File: config.mk
export PLATFORM = sky130hd
export DESIGN_NAME = button_ctrl
export DESIGN_NICKNAME = d
export VERILOG_FILES = /design/src/rtl/button_ctrl.sv
export SDC_FILE = /design/constraint.sdc
export NUM_CORES = 1
export LEC_CHECK = 0
export CORE_MARGIN = 2
export CORE_UTILIZATION = 40
export CTS_BUF_LIST = sky130_fd_sc_hd__clkbuf_4
export DETAILED_ROUTE_END_ITERATION = 10
export DONT_BUFFER_PORTS = 1
export GPL_ROUTABILITY_DRIVEN = 0
export GPL_TIMING_DRIVEN = 0
export PLACE_DENSITY = 0.65
export SLEW_MARGIN = 25
export SYNTH_ARGS = -nofsm -noshare
export SYNTH_HDL_FRONTEND = slang
export SYNTH_SLANG_ARGS = --single-unit
export TNS_END_PERCENT = 30
File: constraint.sdc
create_clock -name clk -period 2.2 [get_ports clk]
set_input_delay 0.11 -clock clk [delete_from_list [all_inputs] [get_ports clk]]
set_output_delay 0.11 -clock clk [all_outputs]
set_load 0.05 [all_outputs]
File: src/rtl/button_ctrl.sv
// rtl/button_ctrl.sv - button synchronizer, debouncer and auto-repeat event generator
module button_ctrl #(
    parameter int N            = 4,
    parameter int TICK_DIV     = 1024,
    parameter int DEB_SAMPLES  = 4,
    parameter int REPEAT_DELAY = 32,
    parameter int REPEAT_RATE  = 8
) (
    input  logic         clk,
    input  logic         nRst,
    input  logic [N-1:0] btn_in,
    input  logic         rep_en,
    output logic [N-1:0] level,
    output logic [N-1:0] press,
    output logic [N-1:0] rel,      // release event; "release" is a reserved word
    output logic         tick
);

    localparam int PW   = $clog2(TICK_DIV);
    localparam int DW   = (DEB_SAMPLES > 1) ? $clog2(DEB_SAMPLES) : 1;
    localparam int RMAX = (REPEAT_DELAY > REPEAT_RATE) ? REPEAT_DELAY : REPEAT_RATE;
    localparam int RW   = (RMAX > 1) ? $clog2(RMAX) : 1;

    localparam logic [PW-1:0] TICK_MAX = PW'(TICK_DIV - 1);
    localparam logic [DW-1:0] DEB_MAX  = DW'(DEB_SAMPLES - 1);
    localparam logic [RW-1:0] DLY_MAX  = RW'(REPEAT_DELAY - 1);
    localparam logic [RW-1:0] RATE_MAX = RW'(REPEAT_RATE - 1);

    typedef enum logic [1:0] {
        IDLE,
        HOLD,
        REPEAT
    } rstate_t;

    logic [N-1:0]  s1;
    logic [N-1:0]  s;
    logic [PW-1:0] pcnt;
    logic          tick_i;

    logic [DW-1:0] dcnt   [N];
    logic [DW-1:0] dcnt_n [N];
    logic [RW-1:0] rcnt   [N];
    logic [RW-1:0] rcnt_n [N];
    rstate_t       st     [N];
    rstate_t       st_n   [N];

    logic [N-1:0]  level_n;
    logic [N-1:0]  press_n;
    logic [N-1:0]  rel_n;

    assign tick_i = (pcnt == TICK_MAX);

    always_ff @(posedge clk or negedge nRst) begin
        if (!nRst) begin
            s1    <= '0;
            s     <= '0;
            pcnt  <= '0;
            tick  <= 1'b0;
            level <= '0;
            press <= '0;
            rel   <= '0;
            for (int i = 0; i < N; i++) begin
                dcnt[i] <= '0;
                rcnt[i] <= '0;
                st[i]   <= IDLE;
            end
        end else begin
            s1    <= btn_in;
            s     <= s1;
            pcnt  <= tick_i ? '0 : pcnt + 1'b1;
            tick  <= tick_i;
            level <= level_n;
            press <= press_n;
            rel   <= rel_n;
            for (int i = 0; i < N; i++) begin
                dcnt[i] <= dcnt_n[i];
                rcnt[i] <= rcnt_n[i];
                st[i]   <= st_n[i];
            end
        end
    end

    always_comb begin
        logic rise;
        logic fall;
        level_n = level;
        press_n = '0;
        rel_n   = '0;
        for (int i = 0; i < N; i++) begin
            rise      = 1'b0;
            fall      = 1'b0;
            dcnt_n[i] = dcnt[i];
            rcnt_n[i] = rcnt[i];
            st_n[i]   = st[i];

            if (tick_i) begin
                if (s[i] != level[i]) begin
                    if (dcnt[i] == DEB_MAX) begin
                        level_n[i] = s[i];
                        dcnt_n[i]  = '0;
                        rise       = s[i];
                        fall       = ~s[i];
                    end else begin
                        dcnt_n[i] = dcnt[i] + 1'b1;
                    end
                end else begin
                    dcnt_n[i] = '0;
                end
            end

            press_n[i] = rise;
            rel_n[i]   = fall;

            // A fall wins over a repeat due on the same tick; counters saturate while rep_en is low.
            case (st[i])
                IDLE: begin
                    if (rise) begin
                        st_n[i]   = HOLD;
                        rcnt_n[i] = '0;
                    end
                end
                HOLD: begin
                    if (fall) begin
                        st_n[i]   = IDLE;
                        rcnt_n[i] = '0;
                    end else if (tick_i) begin
                        if (rcnt[i] == DLY_MAX) begin
                            if (rep_en) begin
                                press_n[i] = 1'b1;
                                st_n[i]    = REPEAT;
                                rcnt_n[i]  = '0;
                            end
                        end else begin
                            rcnt_n[i] = rcnt[i] + 1'b1;
                        end
                    end
                end
                REPEAT: begin
                    if (fall) begin
                        st_n[i]   = IDLE;
                        rcnt_n[i] = '0;
                    end else if (tick_i) begin
                        if (rcnt[i] == RATE_MAX) begin
                            if (rep_en) begin
                                press_n[i] = 1'b1;
                                rcnt_n[i]  = '0;
                            end
                        end else begin
                            rcnt_n[i] = rcnt[i] + 1'b1;
                        end
                    end
                end
                default: begin
                    st_n[i]   = IDLE;
                    rcnt_n[i] = '0;
                end
            endcase
        end
    end

endmodule
; ---- Yosys cells after proc, flatten, opt, wreduce, memory -nomap -nowiden
; Cells that the tools add are included.
[classes]
n_mux = 126
n_eq_ne = 49
n_reduce_logical = 16
addsub = 9
bitwise_logic = 4
[ops]
columns = op, n
row1 = 5-bit two-way mux, 32
row2 = 5-bit one-hot mux with 3 select lines, 4
row3 = 2-bit two-way mux, 29
row4 = 1-bit two-way mux, 52
row5 = "3-bit != test, second input constant", 16
row6 = 2-bit one-hot mux with 3 select lines, 4
row7 = 3-bit AND reduction, 8
row8 = "5-bit by 1-bit adder with 5-bit output, second input constant", 4
row9 = "5-bit by 3-bit equality test with 1-bit output, second input constant", 4
row10 = "5-bit equality test, second input constant", 4
row11 = 5-bit AND reduction, 4
row12 = "2-bit equality test, second input constant", 8
row13 = "2-bit != test, second input constant", 8
row14 = "10-bit by 1-bit adder with 10-bit output, second input constant", 1
row15 = "10-bit equality test, second input constant", 1
row16 = 10-bit two-way mux, 1
row17 = "2-bit by 1-bit adder with 2-bit output, second input constant", 4
row18 = "2-bit by 1-bit equality test with 1-bit output, second input constant", 4
row19 = 2-bit zero test, 4
row20 = 1-bit one-hot mux with 2 select lines, 4
row21 = 1-bit != test, 4
row22 = 1-bit inverter, 4
[totals]
output_inout_bits = 13
regBits = 67
word_cells = 226
input_bits = 7

; ---- Longest topological paths before layout
; Gate-level depths: netlist (run 1).
[logic_depth]
ltp_word = 9
mapped_depth = 9
ltp_nobuf = 8

; ---- Worst setup path after synthesis (run 1)
; Ideal clock, no wire load.
[synth_path]
path_kind = reg2reg
start = register level[1]
end = register st[4] (netlist bit)
required_ns = 2.075
stages_incl_launch_ff = 6
setup_time_ns = 0.125
setup_slack_ns = 0.097
arrival_ns = 1.978
cell_sequence = dfrtp_1 -> nand3b_1 -> nor4_2 -> and2b_4 -> a211oi_1 -> mux2_2
[synth_between]
elab_chain_len = 5
[synth_rtl]
columns = element, line_no
row1 = start: declaration, 13  ; output logic [N-1:0] level,
row2 = start signal: assignment, 72  ; level <= level_n;
row3 = 1-bit != test (*), 97  ; if (s[i] != level[i]) begin
row4 = 1-bit two-way mux (*), 97
row5 = 1-bit two-way mux (*), 96  ; if (tick_i) begin
row6 = net rel_n[1], 49  ; logic [N-1:0] rel_n;
row7 = 3-bit != test (no line) (tied with other cells), -
row8 = 5-bit AND reduction (no line) or 2-bit one-hot mux with 3 select lines (tied branches), -
row9 = end signal: indexed assignment, 78  ; st[i] <= st_n[i];
row10 = end: declaration, 44  ; rstate_t st [N];
; Mark *: on every way through the listed nets, which the timed path passes. The rest lies on a longest branch.
; A chain may end at the register's enable or synchronous reset.

; ---- Worst setup path after layout (run 1)
[layout_path]
start = register pcnt[6]
end = register rcnt[5] (netlist bit)
[layout_between]
elab_chain_len = 4
[layout_rtl]
columns = element, line_no
row1 = start: declaration, 37  ; logic [PW-1:0] pcnt;
row2 = start signal: assignment, 70  ; pcnt <= tick_i ? '0 : pcnt + 1'b1;
row3 = 10-bit equality test (*), 51  ; assign tick_i = (pcnt == TICK_MAX);
row4 = 1-bit two-way mux, 96
row5 = 3-bit != test (no line) (tied with other cells), -
row6 = 3-bit AND reduction (no line) or 5-bit one-hot mux with 3 select lines (tied branches), -
row7 = end signal: indexed assignment, 77  ; rcnt[i] <= rcnt_n[i];
row8 = end: declaration, 42  ; logic [RW-1:0] rcnt [N];
; Mark *: on every way between the ends. The rest lies on a longest branch, timed or not.

==> results of run 1 <==
==> final cells by class <==
cell class	count	share of cell area
clock buffer	10	0.0164
multi-input combinational	304	0.492
buffer	13	0.0194
timing repair buffer	18	0.0394
sequential	67	0.368
inverter	28	0.0246
tap	133	0.0363
clock inverter	4	0.00437
==> critical path, cell delays in order (launching register included) <==
cell and delay [ns]:
dfrtp_1 0.45, nand4_4 0.16, buf_6 0.20, or4_4 0.57, a2bb2oi_4 0.28, o31ai_4 0.12
mux2_4 0.28
==> flip-flops by register name, indices dropped and copies added, names as in the netlist <==
| register | flops |
|---|---|
| pcnt | 10 |
| press | 4 |
| dcnt | 8 |
| rel | 4 |
| rcnt | 20 |
| st | 8 |
| s | 4 |
| tick | 1 |
| level | 4 |
| s1 | 4 |
==> repair_timing <==
action | 4_1_cts | 5_1_grt
gates resized for setup | 11 | 20
buffers inserted | 9 | 3
hold endpoints to repair | 71 | 0
pin swaps | 3 | 6
hold buffers | 6 | 0
endpoints found under the setup margin | 26 | 24
==> placed cells by master, fill, tap and decap left out, types with 3 or more instances in the layout <==
master          n
dfrtp_1        62
nand2_1        46
nor2_1         27
inv_1          26
o21ai_0        25
ha_1           24
o31ai_1        14
buf_4          13
nand3_1        13
a21oi_1        12
clkbuf_4       11
and3_1          8
mux2_2          8
nand3b_1        8
xnor2_1         8
a22o_1          7
nor3_1          7
nand2b_1        6
a31oi_1         5
dlygate4sd3_1   5
dfrtp_2         5
clkbuf_1        4
xor2_1          4
o22ai_1         4
a2bb2oi_1       4
or4_1           3
nor4_4          3
nor4_1          3
o211ai_1        3
o31a_1          3
mux2i_1         3
nor2b_1         3
==> routing by layer <==
metal | up-vias | part of all wire | track usage
met4 | 0 | 0.012 | 0.0869
li1 | 1581 | - | -
met1 | 1582 | 0.46 | 0.230
met5 | - | 0 | 0
met2 | 52 | 0.48 | 0.276
met3 | 10 | 0.049 | 0.0388
==> per-stage QoR <==
stage	total power, W	std cells	hold slack [ns]
finish	0.00196	577	0.163
global route	0.00205	577	0.167
CTS	0.00200	575	0.114
detailed placement	0.00128	546	-0.184
global placement	0.00128	546	-0.183
floorplan	0.00128	413	-0.186
==> Yosys cell counts (3+ instances only) <==
| library cell | number | area share |
|---|---|---|
| a2bb2oi_1 | 4 | 0.0087 |
| or4_1 | 3 | 0.0056 |
| clkbuf_1 | 7 | 0.0065 |
| o31ai_1 | 14 | 0.026 |
| o211ai_1 | 3 | 0.0056 |
| o21ai_0 | 25 | 0.031 |
| o31a_1 | 3 | 0.0065 |
| a21oi_1 | 13 | 0.016 |
| nor2_1 | 27 | 0.025 |
| buf_6 | 3 | 0.0084 |
| mux2i_1 | 3 | 0.0075 |
| xnor2_1 | 8 | 0.017 |
| o22ai_1 | 5 | 0.0078 |
| ha_1 | 25 | 0.078 |
| nand2_1 | 46 | 0.043 |
| and3_1 | 8 | 0.012 |
| nor4_1 | 3 | 0.0047 |
| a22o_1 | 7 | 0.015 |
| xor2_1 | 4 | 0.0087 |
| nor2b_1 | 3 | 0.0047 |
| dfrtp_1 | 67 | 0.42 |
| a31oi_1 | 6 | 0.0094 |
| nor3_1 | 7 | 0.0087 |
| nand3_1 | 13 | 0.016 |
| inv_1 | 26 | 0.024 |
| nand2b_1 | 6 | 0.0094 |
| nand3b_1 | 8 | 0.015 |
| mux2_2 | 8 | 0.022 |
==> power by group through the flow <==
| stage | combinational, W | clock, W | sequential (W) |
|---|---|---|---|
| after floorplan | 0.0000105 | 0 | 0.00127 |
| final | 0.0000530 | 0.000659 | 0.00124 |
| after detailed placement | 0.0000166 | 0 | 0.00127 |
| after global placement | 0.0000165 | 0 | 0.00127 |
| after global routing | 0.0000606 | 0.000748 | 0.00124 |
| after CTS | 0.0000557 | 0.000700 | 0.00124 |
==> worst max path at each step <==
stage | from | end | slack [ns] | cells after the start
floorplan | level[1]$_DFFE_PN0P_ | st[4]$_DFFE_PN0P_ | 0.1 | 5
global placement | level[1]$_DFFE_PN0P_ | st[4]$_DFFE_PN0P_ | -0.21 | 5
detailed placement | level[1]$_DFFE_PN0P_ | st[4]$_DFFE_PN0P_ | -0.20 | 5
CTS | level[0]$_DFFE_PN0P_ | rcnt[15]$_DFFE_PN0P_ | 0.0007 | 5
global route | pcnt[0]$_DFF_PN0_ | rcnt[5]$_DFFE_PN0P_ | -0.07 | 7
finish | pcnt[6]$_DFF_PN0_ | rcnt[5]$_DFFE_PN0P_ | 0.009 | 6
==> cell families after synthesis <==
kind of cell | after synthesis
xor gates and xnor gates | 12
DFF | 67
and+or+nand+nor | 142
buffers and inverters | 42
muxes | 12
adders and majority gates | 25
AOI/OAI and AO/OA | 113
==> results.ini, run 1 <==
[power_and_ir_drop]
switching_share = 0.245
power_frac_seq = 0.636
power.switching_w = 0.000479
power.internal_w = 0.00148
clockPowerShare = 0.337
power_density_nw_per_um2 = 427
p_leak_nw = 2.05
combPwrFrac = 0.027
vdd_drop_max_mv = 0.196

[timing]
layout_setup_ws_ns = 0.00870
slew_headroom = 0.576
finalHoldViolCount = 0
worstMarginPinSlew_ns = 0.636
timing.final.crit_share = 0.996
finClkSkew_ns = 0.0263
slew_violations = 0
rsz0062_at_grt = yes
setup_viol = 0
clock.fmax_mhz = 456
post-route-min-period_ns = 2.19
setup_tns_ns = 0

[drt]
drc = 0
ant_nets = 0
dr.pass1.iters = 5
avgRoutedWirePerCell_um = 15.8
wirelength_mm = 9.10
drt_iter0_markers = 166
num_vias = 3225
via_per_inst = 5.59

[layout]
multi_input_area_um2 = 2250
drive_above_1_share = 0.160
syn_to_final_growth_pct = 14.1
diodes = 0
fillCellCount = 911
layout.nets = 473
final_util = 0.468
seq_area_um2 = 1680
final_area_um2 = 4580

[setup_path]
r2r_end = rcnt[5]$_DFFE_PN0P_
reg2reg_slack_ns = 0.009
reg2regPathDepth = 6
required_ns = 2.51
startpoint_type = flop
path_max_fanout = 10
arrival_ns = 2.50
crit_type = flop to flop
worstReg2RegStart = pcnt[6]$_DFF_PN0_
end_kind = flop

[worst_hold_path]
min_from = rep_en
min_path_type = input port to flop
holdPathEnd = rcnt[9]$_DFFE_PN0P_
hold_depth = 3

[synth]
synth_top_family_by_area = compound AO/OA/AOI/OAI gates
synthSimpleGateAreaFrac = 0.190
yosysSeqAreaShare = 0.418
syn_area_per_cell_um2 = 9.72
ys_seq_elements = 67
synthAdderAreaFrac = 0.0780
synth_nets = 445
ys_warn_count = 0
synthMuxAreaShare = 0.0337
ys_types = 69
synth_edf_count = 0
syn_inst = 413
synth_compound_area_frac = 0.208
post_synth_xor_area_fraction = 0.0262
synth_top_flop_cell = dfrtp_1
syn_area_um2 = 4010
synth-async-reset-ratio = 1.00

[placement]
preCtsSetupSlack_ns = -0.203
hpwl_mm = 6.04
postPlaceCellArea_um2 = 4180
io_buffers = 0

[global_routing]
gr-total-overflow = 0
antenna_found_initial = 0
grt_usage = 0.176
grt_pass1_wl_mm = 15.2
grt_max_degree = 68
grt_pass1_vias = 3108

[die]
ioPinCount = 20
chipHeight_um = 104
rows = 36
die_area_um2 = 10800
coreArea_um2 = 9770
die_w_um = 104
initial_core_util = 0.411

[status]
status = complete, no violations

[cts]
cts_buffers = 9
root_buffer = clkbuf_4
clkLatencyLatePin_ns = 0.43
cts_tree = done
clk_pin_slew_ns = 0.12
cts_buffer_depth = 2
htree_levels = 3
clock-sinks = 67

[flow_run]
cap_violations = 0

(Power assumes the default switching activity.)
==> run 2, diff against run 1 <==
BUFFER_PORTS_ARGS = -buffer_cell sky130_fd_sc_hd__buf_4   (was not set)
DONT_BUFFER_PORTS = not set   (was 1)
PLACE_DENSITY = 0.67   (was 0.65)
==> run 2 against run 1 <==
Against the previous run:
- hold slack better by 0.078 ns
- total power up 1.2%
- final area up 1.3%
- final cell count up 3.1%
- register-to-register slack about the same
==> results.ini, run 2 (synthesis results as in run 1) <==
[global_routing]
gr-total-overflow = 0
grt_pass1_vias = 3222
grt_usage = 0.169
grt_max_degree = 68
antenna_found_initial = 0
grt_pass1_wl_mm = 15.1

[cts]
clk_pin_slew_ns = 0.12
root_buffer = clkbuf_4
cts_buffers = 9
clkLatencyLatePin_ns = 0.41
cts_buffer_depth = 2
clock-sinks = 67
cts_tree = done
htree_levels = 3

[timing]
setup_viol = 0
rsz0062_at_grt = yes
worstMarginPinSlew_ns = 0.854
slew_violations = 0
finClkSkew_ns = 0.0154
slew_headroom = 0.430
finalHoldViolCount = 0
post-route-min-period_ns = 2.20
setup_tns_ns = 0
timing.final.crit_share = 0.999
clock.fmax_mhz = 455

[layout]
fin_cells = 595
seq_area_um2 = 1680
largest_register_ffs = 20
syn_to_final_growth_pct = 15.6
drive_above_1_share = 0.180
layout.nets = 489
largest-register = rcnt
multi_input_area_um2 = 2230
fillCellCount = 920
largestRegisters = rcnt x20, pcnt x10
layout_common_cells = dfrtp_1, nand2_1, buf_4, nor2_1, inv_1
diodes = 0
layout.cells.most_common = dfrtp_1

[drt]
dr.pass1.iters = 4
ant_nets = 0
drc = 0
avgRoutedWirePerCell_um = 14.9
wirelength_mm = 8.88
via_per_inst = 5.61
num_vias = 3336
drt_iter0_markers = 126

[setup_path]
reg2regPathDepth = 7
crit_type = flop to flop
required_ns = 2.51
arrival_ns = 2.51
path_max_fanout = 10
crit_start = pcnt[0]$_DFF_PN0_
startpoint_type = flop
worstReg2RegStart = pcnt[0]$_DFF_PN0_
r2r_end = rcnt[5]$_DFFE_PN0P_
reg2reg_slack_ns = 0.002
end_kind = flop

[placement]
io_buffers = 19
dpl.cell_count = 565
hpwl_mm = 6.01

[power_and_ir_drop]
vdd_drop_max_mv = 0.231
p_leak_nw = 2.12
power_density_nw_per_um2 = 427

[die]
initial_core_util = 0.411
coreArea_um2 = 9770
chipHeight_um = 104
rows = 36
die_area_um2 = 10800
die_w_um = 104
ioPinCount = 20

[worst_hold_path]
min_from = rep_en
hold_depth = 4
holdPathEnd = rcnt[9]$_DFFE_PN0P_
min_path_type = input port to flop

[status]
status = complete, no violations

[flow_run]
cap_violations = 0

run 2: per-layer routing:
layer,global-route usage,up-vias,share of wire,wire [µm]
li1,-,1610,-,-
met1,0.224,1641,0.46,4090
met2,0.281,78,0.49,4350
met3,0.0269,7,0.039,343
met4,0.0618,0,0.010,89
met5,0,-,0,0
run 2: report_power, final:
part	internal, W	switching [W]
Sequential	0.00124	0.00000500
Clock	0.000234	0.000447
Combinational	0.0000169	0.0000385
run 2: worst max-delay path, stage by stage (launching register included):
cell       delay (ns)
dfrtp_1          0.41
ha_4             0.18
nand3_4          0.11
buf_8            0.17
or4_4            0.57
a2bb2oi_4        0.27
o31ai_4          0.11
mux2_4           0.28
run 2: area by class of cell:
cell class,instances,area share
clock buffers,10,0.0162
clock inverters,6,0.00701
multi-input cells,304,0.480
well taps,133,0.0359
inverters,28,0.0237
plain buffers,13,0.0178
repair buffers,34,0.0577
flip-flops and latches,67,0.362
run 2: metrics by stage:
| stage | total power, W | instance area [µm²] | hold WS, ns | setup WS (ns) | util |
|---|---|---|---|---|---|
| after floorplan | 0.00128 | 4010 | -0.186 | 0.0971 | - |
| after global placement | 0.00132 | 4320 | 0.220 | -0.164 | 0.442 |
| after detailed placement | 0.00132 | 4320 | 0.220 | -0.188 | 0.442 |
| after CTS | 0.00201 | 4550 | 0.218 | 0.0264 | 0.465 |
| after global routing | 0.00208 | 4640 | 0.264 | -0.0368 | 0.475 |
| final | 0.00198 | 4640 | 0.241 | 0.00178 | 0.475 |
run 2: how the worst max path moves through the flow:
stage / to / slack (ns) / cells past startpoint
floorplan: st[4]$_DFFE_PN0P_ / 0.1 / 5
detailed placement: st[4]$_DFFE_PN0P_ / -0.19 / 6
global route: rcnt[5]$_DFFE_PN0P_ / -0.04 / 7
finish: rcnt[5]$_DFFE_PN0P_ / 0.002 / 7
global placement: st[4]$_DFFE_PN0P_ / -0.16 / 6
CTS: rcnt[5]$_DFFE_PN0P_ / 0.03 / 7
run 2: what timing repair did:
item	in CTS	in global routing
endpoints found under the hold margin	71	0
hold buffers	5	0
setup buffers	4	6
pin swaps	2	4
setup endpoints to repair	24	19
gates resized for setup	7	10
